--- src/rtl/mips_mem_sequencer.sv ---
// Multi-cycle sequencer that serialises a Harvard core's fetch and data accesses
// onto one Avalon-style memory port and strobes the core's clock enable per instruction.
module mips_mem_sequencer #(
    parameter int TIMEOUT = 16
) (
    input  logic        clk,
    input  logic        reset,
    input  logic        cpu_active,
    input  logic [31:0] instr_address,
    input  logic        instr_read,
    output logic [31:0] instr_readdata,
    input  logic [31:0] data_address,
    input  logic        data_read,
    input  logic        data_write,
    input  logic [31:0] data_writedata,
    input  logic [3:0]  byte_enable,
    output logic [31:0] data_readdata,
    output logic        cpu_clk_enable,
    output logic [31:0] mem_address,
    output logic        mem_read,
    output logic        mem_write,
    output logic [31:0] mem_writedata,
    output logic [3:0]  mem_byteenable,
    input  logic [31:0] mem_readdata,
    input  logic        mem_waitrequest,
    output logic        bus_error,
    output logic        proto_error,
    output logic [31:0] instr_retired
);

    localparam int CW = $clog2(TIMEOUT + 1);
    localparam logic [CW-1:0] WAIT_LAST = CW'(TIMEOUT - 1);

    localparam logic [2:0] S_IDLE   = 3'd0;
    localparam logic [2:0] S_FETCH  = 3'd1;
    localparam logic [2:0] S_DECODE = 3'd2;
    localparam logic [2:0] S_DATA   = 3'd3;
    localparam logic [2:0] S_COMMIT = 3'd4;
    localparam logic [2:0] S_ERROR  = 3'd5;

    logic [2:0]    state_q, state_d;
    logic [CW-1:0] wait_q, wait_d;
    logic [31:0]   ird_q, ird_d;
    logic [31:0]   drd_q, drd_d;
    logic [31:0]   retired_q, retired_d;
    logic          berr_q, berr_d;
    logic          perr_q, perr_d;

    // A simultaneous read and write request is serviced as a write only.
    logic data_is_write, data_is_read;
    assign data_is_write = data_write;
    assign data_is_read  = data_read & ~data_write;

    // The fetch request is implicit and the low address bits are dropped on the bus.
    logic unused_inputs;
    assign unused_inputs = &{1'b0, instr_read, instr_address[1:0], data_address[1:0]};

    always_comb begin
        state_d   = state_q;
        wait_d    = wait_q;
        ird_d     = ird_q;
        drd_d     = drd_q;
        retired_d = retired_q;
        berr_d    = berr_q;
        perr_d    = perr_q;
        case (state_q)
            S_IDLE: begin
                if (cpu_active) begin
                    state_d = S_FETCH;
                    wait_d  = '0;
                end
            end
            S_FETCH: begin
                if (!mem_waitrequest) begin
                    ird_d   = mem_readdata;
                    state_d = S_DECODE;
                end else if (wait_q == WAIT_LAST) begin
                    berr_d  = 1'b1;
                    state_d = S_ERROR;
                end else begin
                    wait_d = wait_q + CW'(1);
                end
            end
            S_DECODE: begin
                if (data_read || data_write) begin
                    state_d = S_DATA;
                    wait_d  = '0;
                    if (data_read && data_write) begin
                        perr_d = 1'b1;
                    end
                end else begin
                    state_d = S_COMMIT;
                end
            end
            S_DATA: begin
                if (!mem_waitrequest) begin
                    if (data_is_read) begin
                        drd_d = mem_readdata;
                    end
                    state_d = S_COMMIT;
                end else if (wait_q == WAIT_LAST) begin
                    berr_d  = 1'b1;
                    state_d = S_ERROR;
                end else begin
                    wait_d = wait_q + CW'(1);
                end
            end
            S_COMMIT: begin
                retired_d = retired_q + 32'd1;
                state_d   = S_IDLE;
            end
            S_ERROR: begin
                state_d = S_ERROR;
            end
            default: begin
                state_d = S_IDLE;
            end
        endcase
    end

    always_ff @(posedge clk or posedge reset) begin
        if (reset) begin
            state_q   <= S_IDLE;
            wait_q    <= '0;
            ird_q     <= '0;
            drd_q     <= '0;
            retired_q <= '0;
            berr_q    <= 1'b0;
            perr_q    <= 1'b0;
        end else begin
            state_q   <= state_d;
            wait_q    <= wait_d;
            ird_q     <= ird_d;
            drd_q     <= drd_d;
            retired_q <= retired_d;
            berr_q    <= berr_d;
            perr_q    <= perr_d;
        end
    end

    // Bus strobes decode from state only, so they never react to waitrequest.
    always_comb begin
        mem_address    = '0;
        mem_read       = 1'b0;
        mem_write      = 1'b0;
        mem_writedata  = '0;
        mem_byteenable = '0;
        case (state_q)
            S_FETCH: begin
                mem_address    = {instr_address[31:2], 2'b00};
                mem_read       = 1'b1;
                mem_byteenable = 4'hF;
            end
            S_DATA: begin
                mem_address    = {data_address[31:2], 2'b00};
                mem_read       = data_is_read;
                mem_write      = data_is_write;
                mem_writedata  = data_writedata;
                mem_byteenable = byte_enable;
            end
            default: begin
            end
        endcase
    end

    assign cpu_clk_enable = (state_q == S_COMMIT);
    assign instr_readdata = ird_q;
    assign data_readdata  = drd_q;
    assign instr_retired  = retired_q;
    assign bus_error      = berr_q;
    assign proto_error    = perr_q;

endmodule

--- config.mk ---
export PLATFORM = sky130hd
export DESIGN_NAME = mips_mem_sequencer
export DESIGN_NICKNAME = d
export VERILOG_FILES = /design/src/rtl/mips_mem_sequencer.sv
export SDC_FILE = /design/constraint.sdc
export NUM_CORES = 1
export LEC_CHECK = 0
export CORE_ASPECT_RATIO = 0.8
export CORE_MARGIN = 1.5
export CORE_UTILIZATION = 30
export DETAILED_ROUTE_END_ITERATION = 12
export PLACE_DENSITY = 0.76
export SYNTH_ARGS = -nofsm -noshare
export SYNTH_HDL_FRONTEND = slang
export SYNTH_SLANG_ARGS = --single-unit
--- constraint.sdc ---
create_clock -name clk -period 3.5 [get_ports clk]
set_clock_uncertainty 0.15 [all_clocks]
set_input_delay 0.7 -clock clk [delete_from_list [all_inputs] [get_ports clk]]
set_output_delay 0.7 -clock clk [all_outputs]
set_load 0.02 [all_outputs]
==> results.json, run 1 <==
{
  "synthCells": 440,
  "cp_cell_sequence": "nand2b_1 -> buf_4 -> nor2_1 -> clkdlybuf4s50_1",
  "cts.clk_slew.worst_paths_ns": 0.08,
  "cp_slowest_stage_delay_ns": 0.63,
  "cts_buffers": 9,
  "synthSimpleGateAreaFrac": 0.1651,
  "wirelength_mm": 14.98,
  "cts_root_buf": "clkbuf_16",
  "cts_resized": 0,
  "comb_power_share": 0.544,
  "p_leak_nw": 3.656,
  "route.detailed.drc": 0,
  "placed_area_mm2": 0.008412,
  "clock_sinks": 106,
  "drv_slew": 0,
  "syn_to_final_growth_pct": 69.61,
  "status": "finished clean",
  "synthXorXnorAreaFrac": 0.05293,
  "setup_viol": 0,
  "postSynthAreaPerCell_um2": 11.66,
  "cp_num_buf_inv": 2,
  "postRouteAntennaNets": 0,
  "rows": 42,
  "yosysUniqueCellTypes": 46,
  "path_max_fanout": 18,
  "drtPass1Iterations": 4,
  "grt_remaining_overflow": 0,
  "cpMaxStageDelayCell": "clkdlybuf4s50_1",
  "synth_mux_area_frac": 0.2010,
  "synth_compound_area_frac": 0.02390,
  "synthesis.area_mm2": 0.005130,
  "finalWeightedCongestion": 0.8240,
  "antenna_found_initial": 0,
  "grt.met2_usage": 0.2662,
  "nNetsFinal": 882,
  "hp-start": "instr_retired[31]$_DFFE_PP0P_",
  "holdBufCountCts": 0,
  "crit_path_end_kind": "output pin",
  "tightest_slew_ns": 0.7559,
  "ys_seq_elements": 106,
  "ir_worst_vdd_mv": 0.3334,
  "diodes": 0,
  "required_ns": 2.65,
  "clock.fmax_mhz": 319.5,
  "p_int_mw": 3.891,
  "port-buffer-count": 300,
  "regToRegStartpoint": "state_q[2]$_DFFE_PP0P_",
  "drtIter0Drc": 133,
  "critPathLaunch": "state_q[2]$_DFFE_PP0P_",
  "worstSkewPairLatency_ns": 0.34,
  "ys_warn_count": 0,
  "synthFlopType": "dfrtp_1",
  "max-clock-path-buffers": 2,
  "finalSetupTns_ns": 0,
  "grt_pass1_vias": 4138,
  "num_vias": 4250,
  "synth_seq_area_share": 0.5171,
  "grt_max_degree": 80,
  "finalHoldViolCount": 0,
  "synth_top_cell_by_area": "dfrtp_1",
  "stdcell_area_mm2": 0.008701,
  "swShare": 0.3763,
  "switchingPower_mw": 2.348,
  "grt_pass1_wl_mm": 23.06,
  "core_mm2": 0.01666,
  "dieArea_mm2": 0.01790,
  "use_met3": 0.04753,
  "hpwl_mm": 11.78,
  "grt_util_met1": 0.2198,
  "die_y_um": 120.0,
  "synth_top_area_share": 0.5171,
  "wire_per_inst_um": 15.52,
  "slew_headroom": 0.4960,
  "arrival_ns": 2.28,
  "synth_top_cells_by_area": "dfrtp_1 52%, mux2_2 14%, mux2i_1 6.0%",
  "min_path_type": "flip-flop to flip-flop",
  "post-cts-setup-buffer-count": 0,
  "period_needed_ns": 3.130,
  "vias_per_cell": 4.404,
  "critical_path_class": "flip-flop to output pin",
  "power_density_mw_per_mm2": 717.1,
  "die_w_um": 149.2,
  "track_usage": 0.1647,
  "rsz0062_at_grt": "no",
  "clkPwrFrac": 0.156,
  "cts_tree": "yes",
  "ioPinCount": 308,
  "cp-start-kind": "flip-flop",
  "synth_top_family_by_area": "multiplexers",
  "yosys.area_share.adder": 0.007317,
  "cp_top_family": "buffers and inverters",
  "maxCapViolCount": 0,
  "layout-drive-gt1-share": 0.1396,
  "pwr-share-seq": 0.300,
  "htreeDepth": 3,
  "grt.busiest_layer": "met2",
  "async_flop_share": 1.000,
  "finalCritPeriodShare": 0.8943,
  "synth-edff-count": 0,
  "initial_core_util": 0.3079
}
stage by stage:
step / instances / hold slack, ns / power (mW) / worst slack, ns / utilization
floorplan: 441 / 0.2914 / 3.660 / 1.362 / -
global placement: 949 / 0.3088 / 5.270 / 0.4649 / 0.5050
detailed placement: 949 / 0.3178 / 5.320 / 0.4680 / 0.5050
CTS: 965 / 0.3319 / 6.311 / 0.3603 / 0.5223
global route: 965 / 0.3514 / 6.569 / 0.2392 / 0.5223
finish: 965 / 0.3299 / 6.239 / 0.3700 / 0.5223
cells in the mapped netlist, types with 2 or more instances:
master,count
nor2b_1,4
clkbuf_1,5
inv_1,9
and2_1,35
a31oi_1,2
nand3_1,15
nor3_2,2
ha_1,3
dfrtp_1,106
nor3_1,3
xor2_1,4
nand4_1,8
a21oi_1,7
nand2b_1,4
xnor2_1,27
buf_4,5
mux2_2,63
buf_1,5
o21ai_0,4
nand2_1,19
buf_2,8
and3_1,6
mux2i_1,31
nor2_1,43
registers in the layout, summed over array words and instances (netlist names):
name and cells:
instr_readdata 32, bus_error 1, proto_error 1, wait_q 5, state_q 3, instr_retired 32, data_readdata 32
kinds of logic after synthesis:
group / count (synthesis)
simple gates: 150
flops: 106
mux: 95
buf+inv: 34
xor+xnor: 31
compound gates: 20
fa+ha+maj: 3
other cells: 1
worst paths after layout:
kind,cells after the start,end,slack (ns)
max in group asynchronous,3,data_readdata[20]$_DFFE_PP0P_,2.13
min,1,instr_retired[31]$_DFFE_PP0P_,0.33
min reg2reg,1,instr_retired[31]$_DFFE_PP0P_,0.33
min in group asynchronous,2,instr_retired[1]$_DFFE_PP0P_,0.44
max reg2reg,4,instr_readdata[12]$_DFFE_PP0P_,1.28
max,4,mem_address[25],0.37
layout by cell type (no fill, tap or decap), types with 3 or more instances in the layout:
cell type and count:
and2_1 35, and3_1 6, nor3_1 3, nand4_1 8, ha_1 3, clkbuf_16 9
mux2i_1 31, buf_4 10, nor2_1 43, xnor2_1 27, inv_1 8, nand2_1 19
a21oi_1 7, mux2_2 63, nand3_1 15, nor2b_1 4, dfrtp_1 105, nand2b_1 4
o21ai_0 4, xor2_1 4, clkdlybuf4s50_1 300
layer usage:
metal / wire, µm / vias to the layer above
met5: 0 / -
met4: 142 / 0
met3: 1046 / 15
met2: 6967 / 130
met1: 6820 / 2012
li1: - / 2093
worst reg2reg max path: stages, from the launching register on:
cell,delay [ns]
dfrtp_1,0.37
nand2b_1,0.48
nor3_4,0.25
buf_4,0.44
mux2_2,0.41
cell type report:
class	count	area, µm²
clock buffer	10	239.0
clock inverter	6	50.05
fill	1512	7958
inverter	10	41.29
multi-input combinational	301	2323
sequential	106	2654
tap	220	275.3
timing repair buffer	312	3118
power groups by stage:
stage / Clock, mW / Sequential, mW / Combinational, mW
5_1_grt: 1.05 / 1.93 / 3.59
3_3_place_gp: 0 / 1.88 / 3.39
4_1_cts: 1.01 / 1.88 / 3.43
3_5_place_dp: 0 / 1.90 / 3.42
6_report: 0.972 / 1.87 / 3.40
2_1_floorplan: 0 / 2.31 / 1.35
(Power assumes the default switching activity.)
==> run 2: changes to the inputs <==
CORE_MARGIN = 4   (was 1.5)
HOLD_SLACK_MARGIN = 0.02   (was not set)
==> results.json, run 2 (same netlist as run 1, synthesis figures left out) <==
{
  "status": "finished clean",
  "route.detailed.drc": 0,
  "cts_buffers": 9,
  "routedLengthMet1_mm": 7.337,
  "rsz0062_at_grt": "no",
  "dieArea_mm2": 0.01927,
  "die_w_um": 154.2,
  "wl_met3_um": 892,
  "layout-drive-gt1-share": 0.1338,
  "htreeDepth": 3,
  "final_cells": 960,
  "syn_to_final_growth_pct": 69.32,
  "worstSkewPairLatency_ns": 0.34,
  "reg2reg_depth": 5,
  "required_ns": 2.65,
  "cp-start-kind": "flip-flop",
  "num_vias": 4278,
  "drtPass1Iterations": 4,
  "topRoutingLayerUsed": "met4",
  "finalCritPeriodShare": 0.8710,
  "grt_remaining_overflow": 0,
  "finalWeightedCongestion": 0.8443,
  "power_density_mw_per_mm2": 724.1,
  "diodes": 0,
  "crit_path_end_kind": "output pin",
  "setup_viol": 0,
  "wl_met2_mm": 7.462,
  "tightest_slew_ns": 0.5040,
  "fill_cells": 1466,
  "utilization": 0.5214,
  "slew_headroom": 0.6640,
  "cpMaxStageDelayCell": "clkdlybuf4s50_1",
  "final_common_cell": "clkdlybuf4s50_1",
  "clock.fmax_mhz": 328.0,
  "cp_slowest_stage_delay_ns": 0.61,
  "ir_worst_vdd_mv": 0.2703,
  "min_path_type": "flip-flop to flip-flop",
  "drtIter0Drc": 128,
  "maxCapViolCount": 0,
  "die_y_um": 125.0,
  "wirelength_mm": 15.82,
  "cts_root_buf": "clkbuf_16",
  "track_usage": 0.1593,
  "arrival_ns": 2.20,
  "cts.clk_slew.worst_paths_ns": 0.07,
  "cp_cell_sequence": "and3b_1 -> buf_4 -> and2_1 -> clkdlybuf4s50_1",
  "postRouteAntennaNets": 0,
  "period_needed_ns": 3.049,
  "hold_ws_ns": 0.3273,
  "ioPinCount": 308,
  "cts_resized": 0,
  "grt_pass1_wl_mm": 24.96,
  "hpwl_mm": 12.38,
  "drv_slew": 0,
  "antenna_found_initial": 0,
  "cts_tree": "yes",
  "max-clock-path-buffers": 2,
  "port-buffer-count": 300,
  "rows": 42,
  "initial_core_util": 0.3079,
  "finalSetupTns_ns": 0,
  "core_mm2": 0.01666,
  "path_max_fanout": 34,
  "post-cts-setup-buffer-count": 0,
  "grt_pass1_vias": 4375,
  "p_leak_nw": 3.641,
  "hold_path_depth": 1,
  "clock_sinks": 106,
  "critical_path_class": "flip-flop to output pin",
  "vias_per_cell": 4.456,
  "grt_max_degree": 97,
  "holdBufCountCts": 0,
  "nNetsFinal": 877,
  "layout_common_cells": "300 x clkdlybuf4s50_1, 105 x dfrtp_1, 63 x mux2_2",
  "dp.cells": 944,
  "finalHoldViolCount": 0,
  "wire_per_inst_um": 16.48
}
-- run 2: cell types whose count changed in the layout (fill, tap and decap cells not counted) --
cell,previous run,this run
buf_4,10,5
bufinv_16,0,1
clkbuf_8,1,0
clkinv_2,1,0
inv_8,1,2
-- run 2: path summary, 6_finish.rpt --
| kind | start | to | slack, ns |
|---|---|---|---|
| worst max-delay path | state_q[0]$_DFFE_PP0P_ | mem_writedata[22] | 0.45 |
| worst min-delay path | wait_q[3]$_DFFE_PP0P_ | wait_q[3]$_DFFE_PP0P_ | 0.33 |
| worst max register to register | state_q[2]$_DFFE_PP0P_ | instr_readdata[19]$_DFFE_PP0P_ | 1.28 |
| worst min register to register | wait_q[3]$_DFFE_PP0P_ | wait_q[3]$_DFFE_PP0P_ | 0.33 |
| max in group asynchronous | reset | data_readdata[21]$_DFFE_PP0P_ | 1.93 |
| min in group asynchronous | reset | state_q[2]$_DFFE_PP0P_ | 0.51 |
-- run 2: layout make-up --
type,instances,area (µm²),area share
clock inverter,7,86.33,0.009939
multi-input combinational,301,2323,0.2675
clock buffer,9,225.2,0.02593
inverter,10,41.29,0.004754
timing repair buffer,307,3080,0.3547
tap,220,275.3,0.03169
sequential,106,2654,0.3055
-- run 2: power by group --
| part | internal (mW) | total [mW] | switching, mW | leakage, nW |
|---|---|---|---|---|
| registers | 1.63 | 1.89 | 0.264 | 1.36 |
| logic | 1.72 | 3.35 | 1.63 | 2.13 |
| clock network | 0.571 | 1.05 | 0.481 | 0.150 |
-- run 2: layer usage --
| layer | vias to the layer above | GRT usage |
|---|---|---|
| li1 | 2080 | - |
| met1 | 2047 | 0.2249 |
| met3 | 10 | 0.03869 |
| met4 | 0 | 0.02752 |
| met2 | 141 | 0.2536 |
| met5 | - | 0 |
-- run 2: worst max-delay path: cells and delay by family, from the launching register on --
kind / cells / cell delay, ns
flops: 1 / 0.58
buf+inv: 2 / 0.86
simple gates: 2 / 0.41
-- run 2: metrics by stage --
stage	power (mW)	worst slack (ns)	area [µm²]
after global routing	6.645	0.2766	8686
final	6.289	0.4514	8686
after global placement	5.240	0.4764	8374
after floorplan	3.660	1.362	5137
after CTS	6.365	0.4062	8686
after detailed placement	5.299	0.4758	8374
==> run 3: changes to the inputs <==
CELL_PAD_IN_SITES_DETAIL_PLACEMENT = 0   (was not set)
CELL_PAD_IN_SITES_GLOBAL_PLACEMENT = 2   (was not set)
DONT_BUFFER_PORTS = 1   (was not set)
MAX_ROUTING_LAYER = met4   (was not set)
PLACE_DENSITY = 0.77   (was 0.76)
==> results.json, run 3 (same netlist as run 1, synthesis figures left out) <==
{
  "nNetsFinal": 575,
  "die_y_um": 125.0,
  "initial_core_util": 0.3079,
  "grt_pass1_wl_mm": 20.24,
  "finalWeightedCongestion": 0.8293,
  "finalHoldViolCount": 0,
  "worstSkewPairLatency_ns": 0.35,
  "route.detailed.drc": 0,
  "dieArea_mm2": 0.01927,
  "drtIter0Drc": 136,
  "reg2reg_to": "data_readdata[27]$_DFFE_PP0P_",
  "p_leak_nw": 2.496,
  "post-cts-setup-buffer-count": 0,
  "cts_resized": 0,
  "cts.clk_slew.worst_paths_ns": 0.08,
  "ioPinCount": 308,
  "period_needed_ns": 2.898,
  "slew_headroom": 0.4411,
  "htreeDepth": 3,
  "multi_input_area_mm2": 0.002323,
  "syn_to_final_growth_pct": 10.10,
  "crit_path_end_kind": "output pin",
  "layout-drive-gt1-share": 0.2215,
  "rsz0062_at_grt": "no",
  "postRouteAntennaNets": 0,
  "drtPass1Iterations": 4,
  "cp-start-kind": "flip-flop",
  "vias_per_cell": 4.911,
  "die_w_um": 154.2,
  "hpwl_mm": 10.26,
  "endpoint": "mem_writedata[25]",
  "dp_slack_ns": 0.9850,
  "regToRegStartpoint": "state_q[0]$_DFFE_PP0P_",
  "track_usage": 0.1353,
  "wirelength_mm": 13.13,
  "grt_pass1_vias": 3411,
  "clock.fmax_mhz": 345.1,
  "cts_tree": "yes",
  "final_common_cell": "dfrtp_1",
  "drv_slew": 0,
  "critical_path_class": "flip-flop to output pin",
  "wire_per_inst_um": 19.89,
  "clock_sinks": 106,
  "status": "finished clean",
  "setup_viol": 0,
  "path_max_fanout": 34,
  "layout.area.seq_mm2": 0.002654,
  "ir_worst_vdd_mv": 0.3527,
  "max-clock-path-buffers": 2,
  "tightest_slew_ns": 0.8366,
  "num_vias": 3241,
  "required_ns": 2.65,
  "reg2reg_depth": 4,
  "grt_max_degree": 69,
  "cts_root_buf": "clkbuf_16",
  "finalSetupTns_ns": 0,
  "power_density_mw_per_mm2": 866.6,
  "port-buffer-count": 0,
  "stdcell_area_mm2": 0.005648,
  "holdBufCountCts": 0,
  "utilization": 0.3390,
  "fin_ws_ns": 0.6022,
  "layout_common_cells": "105 x dfrtp_1, 63 x mux2_2, 43 x nor2_1",
  "maxCapViolCount": 0,
  "placed_area_mm2": 0.005344,
  "grt_remaining_overflow": 0,
  "antenna_found_initial": 2,
  "core_mm2": 0.01666,
  "min_path_type": "input pin to asynchronous set/reset pin",
  "rows": 42,
  "finalCritPeriodShare": 0.8279,
  "r2r_slack_ns": 1.16,
  "fill_cells": 1649,
  "critPathLaunch": "state_q[0]$_DFFE_PP0P_",
  "cts_buffers": 9,
  "arrival_ns": 2.05
}
==> run 3: power by group <==
part           switching [mW]  total [mW]  internal (mW)
sequential              0.833        2.46           1.62
combinational           0.853        1.44          0.585
clock                   0.481        1.00          0.519
total                    2.17        4.89           2.73
==> run 3: worst min-delay path by stage <==
| stage | start | endpoint | slack (ns) | depth (start not counted) |
|---|---|---|---|---|
| final | reset | instr_readdata[21]$_DFFE_PP0P_ | 0.21 | 1 |
| after global routing | reset | data_readdata[21]$_DFFE_PP0P_ | 0.26 | 1 |
| after CTS | reset | instr_readdata[21]$_DFFE_PP0P_ | 0.23 | 1 |
| after detailed placement | wait_q[3]$_DFFE_PP0P_ | wait_q[3]$_DFFE_PP0P_ | 0.32 | 1 |
| after global placement | wait_q[3]$_DFFE_PP0P_ | wait_q[3]$_DFFE_PP0P_ | 0.32 | 1 |
| after floorplan | wait_q[3]$_DFFE_PP0P_ | wait_q[3]$_DFFE_PP0P_ | 0.29 | 1 |
==> run 3: final cells by class <==
type / instances / area share
multi-input cells: 301 / 0.4114
repair buffers: 5 / 0.008861
clock inverters: 6 / 0.01063
flip-flops and latches: 106 / 0.4699
inverters: 10 / 0.007311
diodes: 2 / 0.0008861
well taps: 220 / 0.04874
clock buffers: 10 / 0.04231
==> run 3: per-stage QoR <==
step | hold WS, ns | cells | total power, mW
final | 0.2068 | 660 | 4.895
after global routing | 0.2607 | 660 | 5.201
after CTS | 0.2288 | 658 | 4.984
after detailed placement | 0.3190 | 642 | 3.955
after global placement | 0.3208 | 642 | 3.887
after floorplan | 0.2914 | 441 | 3.660
==> run 3: routing by layer <==
layer	wire, µm	vias to the layer above	GRT usage
met5	0	-	-
met4	135	0	0.02856
met3	1285	11	0.06425
met2	6288	129	0.2002
met1	5418	1620	0.1700
li1	-	1481	-
==> run 3: critical path, cell delays in order (launching register included) <==
cell,delay (ns)
dfrtp_1,0.58
and3b_1,0.75
and2_1,0.37
